--- config.mk ---
export PLATFORM = sky130hd
export DESIGN_NAME = hex_frame_sched
export DESIGN_NICKNAME = d
export VERILOG_FILES = /design/src/rtl/hex_sched_pkg.sv /design/src/rtl/hex_period_timer.sv /design/src/rtl/hex_frame_sched.sv
export SDC_FILE = /design/constraint.sdc
export NUM_CORES = 1
export LEC_CHECK = 0
export CORE_ASPECT_RATIO = 2
export CORE_MARGIN = 5
export CORE_UTILIZATION = 45
export DETAILED_ROUTE_END_ITERATION = 7
export MAX_ROUTING_LAYER = met4
export PLACE_DENSITY_LB_ADDON = 0.05
export SLEW_MARGIN = 20
export SYNTH_ARGS = -nofsm -noshare
export SYNTH_HDL_FRONTEND = slang
export SYNTH_SLANG_ARGS = --single-unit
--- constraint.sdc ---
create_clock -name clk_clk -period 7.65 [get_ports clk_clk]
set_input_delay 2.295 -clock clk_clk [delete_from_list [all_inputs] [get_ports clk_clk]]
set_output_delay 2.295 -clock clk_clk [all_outputs]
set_load 0.02 [all_outputs]
--- src/rtl/hex_sched_pkg.sv ---
// ---------------------------------------------------------------------------
// hex_sched_pkg
// Shared definitions for the seven-segment frame scheduler:
//   - default geometry (digit count, segments per digit, period width, ...)
//   - BLANK_DIGIT: segment pattern that turns a digit off (active-low drive)
//   - state_e: scheduler states IDLE / COUNT / LOAD
// Optional feature macro used by the scheduler: HEX_BLINK_EN.
// ---------------------------------------------------------------------------
package hex_sched_pkg;

   localparam int DEF_DIGITS     = 4;
   localparam int DEF_SEG_W      = 7;
   localparam int DEF_PERIOD_W   = 28;
   localparam int DEF_MIN_PERIOD = 5;
   localparam int DEF_CNT_W      = 16;

   // Segments are active-low, so all ones is a dark digit.
   localparam logic [DEF_SEG_W-1:0] BLANK_DIGIT = '1;

   typedef enum logic [1:0] {
      IDLE  = 2'd0,
      COUNT = 2'd1,
      LOAD  = 2'd2
   } state_e;

endpackage

--- src/rtl/hex_period_timer.sv ---
// ---------------------------------------------------------------------------
// hex_period_timer
// Frame period counter with expiry compare.
//   clk_clk     in   system clock
//   reset_reset in   synchronous active-high reset
//   period_in   in   requested frame period in cycles (floored to MIN_PERIOD)
//   run         in   0 = hold counter at zero, 1 = count
//   expire      out  high in the cycle whose edge ends the current period
// The effective period is re-evaluated every cycle, and the compare is >=
// so shrinking the period below the running count expires on the next edge.
// ---------------------------------------------------------------------------
module hex_period_timer
   import hex_sched_pkg::*;
#(
   parameter int PERIOD_W   = DEF_PERIOD_W,
   parameter int MIN_PERIOD = DEF_MIN_PERIOD
)(
   input  logic                clk_clk,
   input  logic                reset_reset,
   input  logic [PERIOD_W-1:0] period_in,
   input  logic                run,
   output logic                expire
);

   logic [PERIOD_W-1:0] cnt_q, cnt_d;
   logic [PERIOD_W-1:0] eff_period;

   assign eff_period = (period_in < PERIOD_W'(MIN_PERIOD)) ? PERIOD_W'(MIN_PERIOD)
                                                           : period_in;

   // While the counter is held at zero this can never fire, because the
   // effective period is always at least MIN_PERIOD (> 1).
   assign expire = (cnt_q >= (eff_period - PERIOD_W'(1)));

   always_comb begin
      cnt_d = cnt_q + PERIOD_W'(1);
      if (!run || expire) begin
         cnt_d = '0;
      end
   end

   always_ff @(posedge clk_clk) begin
      if (reset_reset) begin
         cnt_q <= '0;
      end else begin
         cnt_q <= cnt_d;
      end
   end

endmodule

--- src/rtl/hex_frame_sched.sv ---
// ---------------------------------------------------------------------------
// hex_frame_sched
// Samples the segment decode word once per programmable frame period and
// copies it into the display register one digit per cycle.
//   clk_clk     in   system clock
//   reset_reset in   synchronous active-high reset
//   decode_in   in   segment patterns, digit i = bits [i*SEG_W +: SEG_W]
//   period_in   in   frame period in cycles, 0 = stopped
//   blink_mask  in   per-digit blink enable (only with HEX_BLINK_EN)
//   seg_out     out  registered segment drive, active-low
//   frame_tick  out  one-cycle pulse, first cycle a new frame is fully shown
//   frame_cnt   out  completed-frame count, wraps
// Optional feature: define HEX_BLINK_EN to add blink_mask and a blink phase
// that blanks masked digits on every other frame.
// ---------------------------------------------------------------------------
module hex_frame_sched
   import hex_sched_pkg::*;
#(
   parameter int DIGITS     = DEF_DIGITS,
   parameter int SEG_W      = DEF_SEG_W,
   parameter int PERIOD_W   = DEF_PERIOD_W,
   parameter int MIN_PERIOD = DEF_MIN_PERIOD,
   parameter int CNT_W      = DEF_CNT_W
)(
   input  logic                      clk_clk,
   input  logic                      reset_reset,
   input  logic [DIGITS*SEG_W-1:0]   decode_in,
   input  logic [PERIOD_W-1:0]       period_in,
`ifdef HEX_BLINK_EN
   input  logic [DIGITS-1:0]         blink_mask,
`endif
   output logic [DIGITS*SEG_W-1:0]   seg_out,
   output logic                      frame_tick,
   output logic [CNT_W-1:0]          frame_cnt
);

   localparam logic [1:0] S_IDLE  = IDLE;
   localparam logic [1:0] S_COUNT = COUNT;
   localparam logic [1:0] S_LOAD  = LOAD;

   localparam int               IDX_W    = (DIGITS > 1) ? $clog2(DIGITS) : 1;
   localparam logic [IDX_W-1:0] LAST_IDX = IDX_W'(DIGITS - 1);
   localparam logic [SEG_W-1:0] BLANK    = {SEG_W{BLANK_DIGIT[0]}};

   logic [1:0]              state_q, state_d;
   logic [IDX_W-1:0]        idx_q, idx_d;
   logic [DIGITS*SEG_W-1:0] shadow_q;
   logic [DIGITS*SEG_W-1:0] seg_q;
   logic                    tick_q;
   logic [CNT_W-1:0]        cnt_q;
   logic                    expire;
   logic                    run;
   logic                    period_zero;
   logic                    take_frame;
   logic                    load_last;
`ifdef HEX_BLINK_EN
   logic                    phase_q;
`endif

   assign period_zero = (period_in == '0);
   assign take_frame  = (state_q == S_COUNT) && expire;
   assign load_last   = (state_q == S_LOAD) && (idx_q == LAST_IDX);

   // Counter runs only while staying out of IDLE: it stays at zero on the
   // edge that leaves IDLE (so the first expiry is eff_period edges later)
   // and clears on the edge that enters IDLE.
   assign run = (state_q != S_IDLE) && (state_d != S_IDLE);

   hex_period_timer #(
      .PERIOD_W   (PERIOD_W),
      .MIN_PERIOD (MIN_PERIOD)
   ) u_timer (
      .clk_clk     (clk_clk),
      .reset_reset (reset_reset),
      .period_in   (period_in),
      .run         (run),
      .expire      (expire)
   );

   always_comb begin
      state_d = state_q;
      idx_d   = idx_q;
      case (state_q)
         S_IDLE: begin
            idx_d = '0;
            if (!period_zero) begin
               state_d = S_COUNT;
            end
         end
         S_COUNT: begin
            if (expire) begin
               state_d = S_LOAD;
               idx_d   = '0;
            end else if (period_zero) begin
               state_d = S_IDLE;
            end
         end
         S_LOAD: begin
            idx_d = idx_q + IDX_W'(1);
            if (load_last) begin
               idx_d   = '0;
               state_d = period_zero ? S_IDLE : S_COUNT;
            end
         end
         default: begin
            state_d = S_IDLE;
            idx_d   = '0;
         end
      endcase
   end

   always_ff @(posedge clk_clk) begin
      if (reset_reset) begin
         state_q  <= S_IDLE;
         idx_q    <= '0;
         shadow_q <= '0;
         tick_q   <= 1'b0;
         cnt_q    <= '0;
      end else begin
         state_q <= state_d;
         idx_q   <= idx_d;
         // Pulse lands in the first cycle every new digit is visible.
         tick_q  <= load_last;
         if (load_last) begin
            cnt_q <= cnt_q + CNT_W'(1);
         end
         if (take_frame) begin
            shadow_q <= decode_in;
         end
      end
   end

`ifdef HEX_BLINK_EN
   always_ff @(posedge clk_clk) begin
      if (reset_reset) begin
         phase_q <= 1'b0;
      end else if (take_frame) begin
         phase_q <= ~phase_q;
      end
   end
`endif

   // One write port per digit, enabled when the load index reaches it.
   for (genvar gi = 0; gi < DIGITS; gi++) begin : g_digit
      logic [SEG_W-1:0] digit_val;

`ifdef HEX_BLINK_EN
      assign digit_val = (phase_q && blink_mask[gi]) ? BLANK
                                                     : shadow_q[gi*SEG_W +: SEG_W];
`else
      assign digit_val = shadow_q[gi*SEG_W +: SEG_W];
`endif

      always_ff @(posedge clk_clk) begin
         if (reset_reset) begin
            seg_q[gi*SEG_W +: SEG_W] <= BLANK;
         end else if ((state_q == S_LOAD) && (idx_q == IDX_W'(gi))) begin
            seg_q[gi*SEG_W +: SEG_W] <= digit_val;
         end
      end
   end

   assign seg_out    = seg_q;
   assign frame_tick = tick_q;
   assign frame_cnt  = cnt_q;

endmodule

==> results.ini, run 1 <==
[cts]
post_cts_buffers = 0
cts.reportedPaths.clkPinSlew_ns = 0.07
cts_tree = built
cts_buffers = 9
cts.sinks = 105
worstSkewPairLatency_ns = 0.34
cts_buffer_depth = 2
cts_root_buf = clkbuf_16
h-tree-depth = 3

[synth]
yosys_warnings = 0
seq_area_frac_synth_pct = 38.5
synth.avg_cell_area_um2 = 8.92
synthTopCellsByCount = 105 x dfxtp_1, 64 x nor2_1, 59 x nand2b_1
synth.distinct_cells = 42
synthFlopType = dfxtp_1
synth_edf_count = 0
netlist_area_mm2 = 0.00547
ys_async_sr_fraction_pct = 0
synth_cells = 613
synth_seq_cells = 105
yosys-top-cells-area = dfxtp_1 38%, ha_1 8.0%, nand2b_1 6.8%, xor2_1 6.3%, mux2i_1 5.1%
yosysTopAreaCell = dfxtp_1
synth_nets = 706
synth.top_cell.area_share_pct = 38.5
yosysMostFrequentCell = dfxtp_1

[finish]
layoutNonFillerInstCount = 865
nets = 806
num_antenna_cells = 0
drive_gt1_share_pct = 3.76
area_growth_syn_to_layout_pct = 26.9

[global_routing]
grt_pass1_vias = 4885
grt_use_met2_pct = 36.4
grt_max_degree = 107
grt_use_total_pct = 20.2
grt_first_pass_wirelength_mm = 22.9
use_met1_pct = 20.1
grt_overflow = 0
grt-busiest-layer = met2
met3_usage_pct = 2.78
antenna_found_initial = 0

[setup_path]
cp-end-kind = flop
crit_path_max_fanout = 29
required_ns = 7.85
startpoint_type = input pin
crit_type = input pin to flop
r2r_cells = 7
cp.arrival_ns = 7.44

[pwr]
power.density_mw_per_mm2 = 155
p_total_mw = 1.08
p_leak_nw = 2.77
irDropWorstVdd_mv = 0.164

[routing]
drtIter0Drc = 158
vias = 4622
wl_mm = 13.9
drt_pass1_iterations = 4
route.detailed.drc = 0
vias_per_cell = 5.34
antenna_left = 0
wl_per_cell_um = 16.0

[die]
pin_count = 103
start_util_pct = 45.3
dieHeight_um = 166
row_count = 57
dieWidth_um = 87.9
core_mm2 = 0.0121
dieArea_mm2 = 0.0146

[sta]
hold_violations = 0
slew_violations = 0
slew_headroom_pct = 30.6
worstMarginPinSlew_ns = 1.03
min_period_ns = 7.24
rsz0062_at_grt = false
skew_ns = 0.0136
setup-violations-final = 0
fin_crit_sh_pct = 94.6
fmax_mhz = 138

[placed_design]
dp_hpwl_mm = 10.7
place_inst = 849
port_buffers = 102
place.gp.congestion = 0.955

[job]
cap_violations = 0

[min_path]
hold_class = flop to flop
min_delay_path_depth = 1

[status]
status = finished, final reports clean

per-stage QoR:
| step | area, um^2 | hold WS [ns] | TNS (ns) | utilization (%) | worst slack, ns |
|---|---|---|---|---|---|
| after floorplan | 5470 | 0.447 | 0 | - | 1.04 |
| after global placement | 6640 | 0.445 | 0 | 55.1 | 0.0237 |
| after detailed placement | 6640 | 0.449 | -4.05 | 55.1 | -0.170 |
| after CTS | 6930 | 0.468 | 0 | 57.5 | 0.163 |
| after global routing | 6940 | 0.485 | 0 | 57.5 | 0.0651 |
| final | 6940 | 0.462 | 0 | 57.5 | 0.413 |
area by class of cell:
cell class                 instances  area [um^2]
clock inverter                     6         50.0
fill                            1093         5120
inverter                          10         37.5
clock buffer                      10          239
sequential                       105         2100
multi-input combinational        477         3230
tap                              147          184
timing repair buffer             110         1090
final timing paths:
path,slack (ns),from,endpoint
min,0.46,seg_out[16],seg_out[16]
max reg2reg,4.98,u_timer.cnt_q[0],shadow_q[10]
max,0.41,period_in[6],shadow_q[10]
min reg2reg,0.46,seg_out[16],seg_out[16]
routing by layer:
| metal | part of all wire [%] | up-vias |
|---|---|---|
| met3 | 3.6 | 38 |
| met1 | 37 | 2130 |
| met2 | 54 | 108 |
| li1 | - | 2346 |
| met4 | 5.0 | 0 |
| met5 | 0 | - |
critical path, cell delays in order:
cell and delay (ns):
clkdlybuf4s50_1 0.48, nor4_1 0.48, nand4_1 0.27, or3_1 0.49, o31ai_1 0.26, ha_1 0.23, nand2_1 0.11, nor4_1 0.35
buf_4 0.20, nand2_1 0.06, xor2_1 0.15, ha_1 0.31, nand4_1 0.14, or4_1 0.58, nor2_1 0.13, o311ai_1 0.23
a21bo_4 0.45, mux2i_1 0.18
placed cells by master (no fill, tap or decap), types with 21 or more instances in the layout:
cell type,count
nor2_1,64
a211o_1,28
a21oi_1,23
xnor2_1,21
ha_1,35
xor2_1,39
dfxtp_1,105
clkdlybuf4s50_1,101
nand2b_1,59
and3_1,26
nand2_1,46
mux2i_1,28
flip-flops by register name, indices dropped and copies added, names as in the netlist:
signal,cells
seg_out,28
u_timer.cnt_q,28
shadow_q,28
idx_q,2
frame_cnt,16
frame_tick,1
state_q,2
cell families after synthesis:
logic type / share of synthesized area, %
DFF: 38.5
muxes: 5.13
xor gates and xnor gates: 9.62
buffers and inverters: 2.47
AOI/OAI and AO/OA: 9.39
and+or+nand+nor: 26.9
adders and majority gates: 8.01
power breakdown:
part | switching, mW | leakage, nW | total [mW] | internal [mW]
Clock | 0.212 | 0.141 | 0.446 | 0.234
Sequential | 0.00108 | 0.847 | 0.548 | 0.547
Combinational | 0.0361 | 1.78 | 0.0811 | 0.0450
repair_timing:
item,CTS,global route
gates resized for setup,0,1
setup endpoints to repair,0,29
hold buffers,0,0
(Power assumes the default switching activity.)
==> inputs of run 2 (changes only) <==
--- a/config.mk
+++ b/config.mk
@@ -10,7 +10,7 @@
 export CORE_UTILIZATION = 45
 export DETAILED_ROUTE_END_ITERATION = 7
 export MAX_ROUTING_LAYER = met4
-export PLACE_DENSITY_LB_ADDON = 0.05
+export PLACE_DENSITY = 0.76
 export SLEW_MARGIN = 20
 export SYNTH_ARGS = -nofsm -noshare
 export SYNTH_HDL_FRONTEND = slang
==> results.ini, run 2 (synthesized netlist as in run 1, its figures left out) <==
[status]
status = finished, final reports clean

[sta]
slew_violations = 0  ; unchanged
hold_violations = 0  ; unchanged
fin_crit_sh_pct = 94.6  ; about the same
setup_tns_ns = 0  ; unchanged
fmax_mhz = 138  ; about the same
setup-violations-final = 0  ; unchanged
rsz0062_at_grt = false
slew_headroom_pct = 44.8  ; +14 points
worstMarginPinSlew_ns = 0.827  ; -0.206 ns
skew_ns = 0.0114  ; -0.00219 ns
min_period_ns = 7.23  ; -0.00373 ns

[routing]
antenna_left = 0  ; unchanged
wl_mm = 13.6  ; -2.0%
route.detailed.drc = 0  ; unchanged
vias_per_cell = 5.45  ; +2.0%
drt_pass1_iterations = 5  ; +1
vias = 4721  ; +2.1%
drtIter0Drc = 156  ; -1.3%
wl_per_cell_um = 15.7  ; -2.1%

[pwr]
p_total_mw = 1.06  ; -1.5%
p_int_mw = 0.817  ; -1.1%
p_leak_nw = 2.77  ; -0.12%
irDropWorstVdd_mv = 0.144  ; -12%
swShare_pct = 22.9  ; -0.29 points
clockPowerShare_pct = 40.7  ; -0.8 points
comb_power_share_pct = 7.6  ; about the same
power.density_mw_per_mm2 = 153  ; -1.3%
p_sw_mw = 0.243  ; -2.7%
seq_power_share_pct = 51.7  ; +0.7 points

[die]
start_util_pct = 45.3  ; unchanged
dieArea_mm2 = 0.0146  ; unchanged
row_count = 57  ; unchanged
pin_count = 103  ; unchanged
core_mm2 = 0.0121  ; unchanged
dieHeight_um = 166  ; unchanged
dieWidth_um = 87.9  ; unchanged

[finish]
drive_gt1_share_pct = 3.76  ; -0.0052 points
num_antenna_cells = 0  ; unchanged
nets = 807  ; +0.12%
layout_common_cells = 105 x dfxtp_1, 101 x clkdlybuf4s50_1, 64 x nor2_1
layoutNonFillerInstCount = 866  ; +0.12%
nFillCells = 1094  ; +0.091%
seq_area_mm2 = 0.00210  ; unchanged
layout_commonest_cell = dfxtp_1
multiInputGateArea_mm2 = 0.00323  ; unchanged
area_growth_syn_to_layout_pct = 26.6

[setup_path]
worst_path_max_delay_cell = or4_1
crit_chain = clkdlybuf4s50_1 -> nor4_1 -> nand4_1 -> or3_1 -> o31ai_1 -> ha_1 -> nand2_1 -> nor4_1 -> buf_4 -> nand2_1 -> xor2_1 -> ha_1 -> nand4_1 -> or4_1 -> a21oi_1 -> nor3_1 -> a21bo_4 -> mux2i_1
crit_path_max_fanout = 29  ; unchanged
required_ns = 7.85  ; about the same
startpoint_type = input pin
cp.arrival_ns = 7.43  ; about the same
cp-end-kind = flop
slowest_delay_ns = 0.62  ; +0.04 ns
r2r_cells = 7  ; unchanged
crit_type = input pin to flop

[placed_design]
place_inst = 850  ; +0.12%
dp_hpwl_mm = 10.6  ; -0.53%
port_buffers = 102  ; unchanged
place.gp.congestion = 0.940  ; -1.6%

[cts]
cts_root_buf = clkbuf_16
cts_tree = built
cts_buffer_depth = 2  ; unchanged
h-tree-depth = 3  ; unchanged
worstSkewPairLatency_ns = 0.34  ; about the same
post_cts_buffers = 0  ; unchanged
cts.reportedPaths.clkPinSlew_ns = 0.07  ; about the same
cts.sinks = 105  ; unchanged
cts_buffers = 9  ; unchanged
cts_hold_buf = 0  ; unchanged

[global_routing]
grt_overflow = 0  ; unchanged
antenna_found_initial = 0  ; unchanged
grt_pass1_vias = 4802  ; -1.7%
grt_first_pass_wirelength_mm = 22.3  ; -2.6%
grt_use_total_pct = 19.5  ; -0.78 points
grt_max_degree = 107  ; unchanged

[min_path]
hold_class = flop to flop
min_delay_path_depth = 1  ; unchanged

[job]
cap_violations = 0  ; unchanged

## run 2: routing by layer
| layer | vias to the layer above | track usage, % | share of wire [%] |
|---|---|---|---|
| met5 | - | - | 0 |
| met4 | 0 | 7.48 | 2.3 |
| met3 | 22 | 2.63 | 3.2 |
| met2 | 102 | 37.2 | 59 |
| met1 | 2250 | 18.8 | 36 |
| li1 | 2347 | - | - |
## run 2: what timing repair did
item                       in CTS  in global routing
hold endpoints to repair        0                  0
setup endpoints to repair       0                 28
resized for setup               0                  1
## run 2: worst paths after layout
| check | start | to | slack [ns] |
|---|---|---|---|
| min reg2reg | seg_out[26] | seg_out[26] | 0.47 |
| max reg2reg | u_timer.cnt_q[26] | shadow_q[23] | 5.01 |
| min | seg_out[26] | seg_out[26] | 0.47 |
| max | period_in[6] | shadow_q[23] | 0.42 |
## run 2: layout make-up
cell class | instances | share of cell area (%)
multi-input combinational | 477 | 46.7
sequential | 105 | 30.4
timing repair buffer | 111 | 15.7
clock buffer | 10 | 3.31
tap | 147 | 2.66
clock inverter | 6 | 0.741
inverter | 10 | 0.542
## run 2: power by group through the flow
stage | Combinational, mW | Clock [mW] | Sequential [mW]
CTS | 0.0804 | 0.443 | 0.548
detailed placement | 0.0797 | 0 | 0.561
finish | 0.0805 | 0.431 | 0.548
global placement | 0.0779 | 0 | 0.561
global route | 0.0878 | 0.466 | 0.548
floorplan | 0.0345 | 0 | 0.560
## run 2: stage by stage
step / hold WS (ns) / instance area, um^2 / utilization, % / worst slack, ns
after floorplan: 0.447 / 5470 / - / 1.04
after global placement: 0.448 / 6640 / 55.1 / 0.0830
after detailed placement: 0.455 / 6640 / 55.1 / -0.122
after CTS: 0.473 / 6920 / 57.4 / 0.207
after global routing: 0.485 / 6920 / 57.4 / 0.191
final: 0.471 / 6920 / 57.4 / 0.417
## run 2: worst max-delay path, delay by kind of cell
family          cells  cell delay, ns
fa+ha+maj           2            0.55
xor+xnor            1            0.14
mux                 1            0.19
simple gates        9            2.63
buf+inv             2            0.65
compound gates      3            0.95
==> inputs of run 3 (changes only) <==
--- a/config.mk
+++ b/config.mk
@@ -5,12 +5,14 @@
 export SDC_FILE = /design/constraint.sdc
 export NUM_CORES = 1
 export LEC_CHECK = 0
+export CELL_PAD_IN_SITES_DETAIL_PLACEMENT = 0
+export CELL_PAD_IN_SITES_GLOBAL_PLACEMENT = 2
 export CORE_ASPECT_RATIO = 2
 export CORE_MARGIN = 5
-export CORE_UTILIZATION = 45
+export CORE_UTILIZATION = 32
 export DETAILED_ROUTE_END_ITERATION = 7
 export MAX_ROUTING_LAYER = met4
-export PLACE_DENSITY = 0.76
+export PLACE_DENSITY = 0.86
 export SLEW_MARGIN = 20
 export SYNTH_ARGS = -nofsm -noshare
 export SYNTH_HDL_FRONTEND = slang
==> constraint.sdc (replaced) <==
create_clock -name clk_clk -period 7.2 [get_ports clk_clk]
set_input_delay 2.16 -clock clk_clk [delete_from_list [all_inputs] [get_ports clk_clk]]
set_output_delay 2.16 -clock clk_clk [all_outputs]
set_load 0.02 [all_outputs]
==> results.ini, run 3 (synthesized netlist as in run 1, its figures left out) <==
[cts]
h-tree-depth = 3  ; unchanged
cts_buffers = 9  ; unchanged
cts-resized-gates = 0  ; unchanged
cts_root_buf = clkbuf_16
cts.sinks = 105  ; unchanged
cts.reportedPaths.clkPinSlew_ns = 0.08  ; about the same
cts_tree = built
worstSkewPairLatency_ns = 0.34  ; about the same
cts_hold_buf = 0  ; unchanged
cts_buffer_depth = 2  ; unchanged
post_cts_buffers = 0  ; unchanged

[setup_path]
worst_path_max_delay_cell = o311ai_1
regToRegSetupSlack_ns = 4.53  ; -0.48 ns
crit_type = input pin to flop
slowest_delay_ns = 0.79  ; +0.17 ns
crit_chain = clkdlybuf4s50_1 -> nor4_1 -> nand4_1 -> or3_1 -> buf_4 -> a211oi_1 -> nor2_1 -> ha_1 -> nand2_1 -> nor4_1 -> buf_4 -> nand2_1 -> xor2_1 -> ha_1 -> nand2_1 -> o21ai_0 -> o311ai_1 -> a21bo_2 -> buf_12 -> mux2i_1
cp.depth = 20  ; +2
cp-end-kind = flop
required_ns = 7.47  ; -0.38 ns
startpoint_type = input pin
r2r_cells = 8  ; +1
crit_path_max_fanout = 29  ; unchanged
crit_top_cell = nand2_1
worst_path_dominant_cell_family = simple AND/OR/NAND/NOR gates
cp.arrival_ns = 7.12  ; -0.31 ns
crit_buf_inv = 4  ; +2

[placed_design]
dpl_cell_area_mm2 = 0.00674  ; +1.6%
place.gp.congestion = 0.821  ; -13%
dp_slack_ns = -0.0125  ; +0.109 ns
dp_hpwl_mm = 11.1  ; +4.7%
port_buffers = 102  ; unchanged

[die]
row_count = 67  ; +18%
pin_count = 103  ; unchanged
start_util_pct = 32.6  ; -13 points
dieArea_mm2 = 0.0200  ; +37%
dieHeight_um = 195  ; +17%
core_mm2 = 0.0168  ; +39%
dieWidth_um = 102  ; +16%

[routing]
vias = 4621  ; -2.1%
m1WireLength_mm = 5.30  ; +9.2%
routed.top_layer = met4
vias_per_cell = 4.98  ; -8.6%
drtIter0Drc = 88  ; -44%
antenna_left = 0  ; unchanged
dr_wl_met2_mm = 8.08  ; +1.0%
wl_mm = 14.1  ; +4.0%
route.detailed.drc = 0  ; unchanged
wl_met3_um = 491  ; +14%
drt_pass1_iterations = 4  ; -1
wl_per_cell_um = 15.2  ; -2.8%

[global_routing]
grt_use_total_pct = 14.8  ; -4.7 points
antenna_found_initial = 0  ; unchanged
grt_max_degree = 65  ; -39%
grt_pass1_vias = 4811  ; +0.19%
grt_overflow = 0  ; unchanged
grt_first_pass_wirelength_mm = 23.1  ; +3.5%

[sta]
setup-violations-final = 0  ; unchanged
rsz0062_at_grt = false
fmax_mhz = 146
fin_hold_ws_ns = 0.465  ; -0.00584 ns
hold_violations = 0  ; unchanged
worstMarginPinSlew_ns = 0.895  ; +0.0678 ns
min_period_ns = 6.85
slew_violations = 0  ; unchanged
fin_crit_sh_pct = 95.2
skew_ns = 0.00977  ; -0.00164 ns
setup_tns_ns = 0  ; unchanged
fin_ws_ns = 0.348  ; -0.0687 ns
slew_headroom_pct = 39.9  ; -5.0 points

[job]
cap_violations = 0  ; unchanged

[status]
status = finished, final reports clean

[pwr]
irDropWorstVdd_mv = 0.117  ; -19%
p_total_mw = 1.14  ; +7.5%
power.density_mw_per_mm2 = 162  ; +5.8%
p_leak_nw = 2.78  ; +0.52%

[finish]
num_antenna_cells = 0  ; unchanged
nFillCells = 1683  ; +54%
fin_area_mm2 = 0.00704  ; +1.7%
nets = 808  ; +0.12%
layout_common_cells = 105 x dfxtp_1, 101 x clkdlybuf4s50_1, 64 x nor2_1
area_growth_syn_to_layout_pct = 28.8
drive_gt1_share_pct = 4.03  ; +0.27 points
layout_commonest_cell = dfxtp_1

[min_path]
hold_class = flop to flop
min_delay_path_depth = 1  ; unchanged

-- run 3: cell types whose count changed in the layout (fill, tap and decap cells not counted), sizes merged --
cell | before | now
clkinv | 4 | 2
clkinvlp | 0 | 1
buf | 10 | 11
inv | 12 | 13
-- run 3: worst paths after layout --
path / start / end
setup / recovery: period_in[6] / shadow_q[7]
hold / removal: seg_out[5] / seg_out[5]
setup reg to reg: u_timer.cnt_q[0] / shadow_q[7]
hold reg to reg: seg_out[5] / seg_out[5]
-- run 3: power breakdown --
part | internal, mW | switching (mW) | leakage [nW]
Combinational | 0.0472 | 0.0377 | 1.80
Clock | 0.243 | 0.229 | 0.138
Sequential | 0.581 | 0.00111 | 0.847
Total | 0.872 | 0.268 | 2.78
-- run 3: through the flow --
stage / utilization, % / instances
finish: 42.0 / 927
global route: 42.0 / 927
detailed placement: 40.2 / 911
global placement: 40.2 / 911
CTS: 41.9 / 927
floorplan: - / 613
-- run 3: worst register-to-register path, cell delays in order, from the launching register on --
cell	delay, ns
dfxtp_1	0.43
inv_1	0.07
ha_1	0.29
o211ai_1	0.19
a2111oi_0	0.15
o311ai_1	0.74
a21bo_2	0.28
buf_12	0.23
mux2i_1	0.24
-- run 3: metal layers --
metal	GRT usage, %	vias up
met5	-	-
met4	4.53	0
met3	2.58	17
met2	28.3	85
met1	14.6	2175
li1	-	2344
-- run 3: layout make-up --
class                           count  area [um^2]  share of cell area (%)
Timing Repair Buffer              112         1120                    15.9
Multi-Input combinational cell    477         3230                    45.9
Tap cell                          207          259                    3.68
Clock inverter                      6         61.3                   0.871
Inverter                           10         37.5                   0.533
Clock buffer                       10          229                    3.25
Sequential cell                   105         2100                    29.9
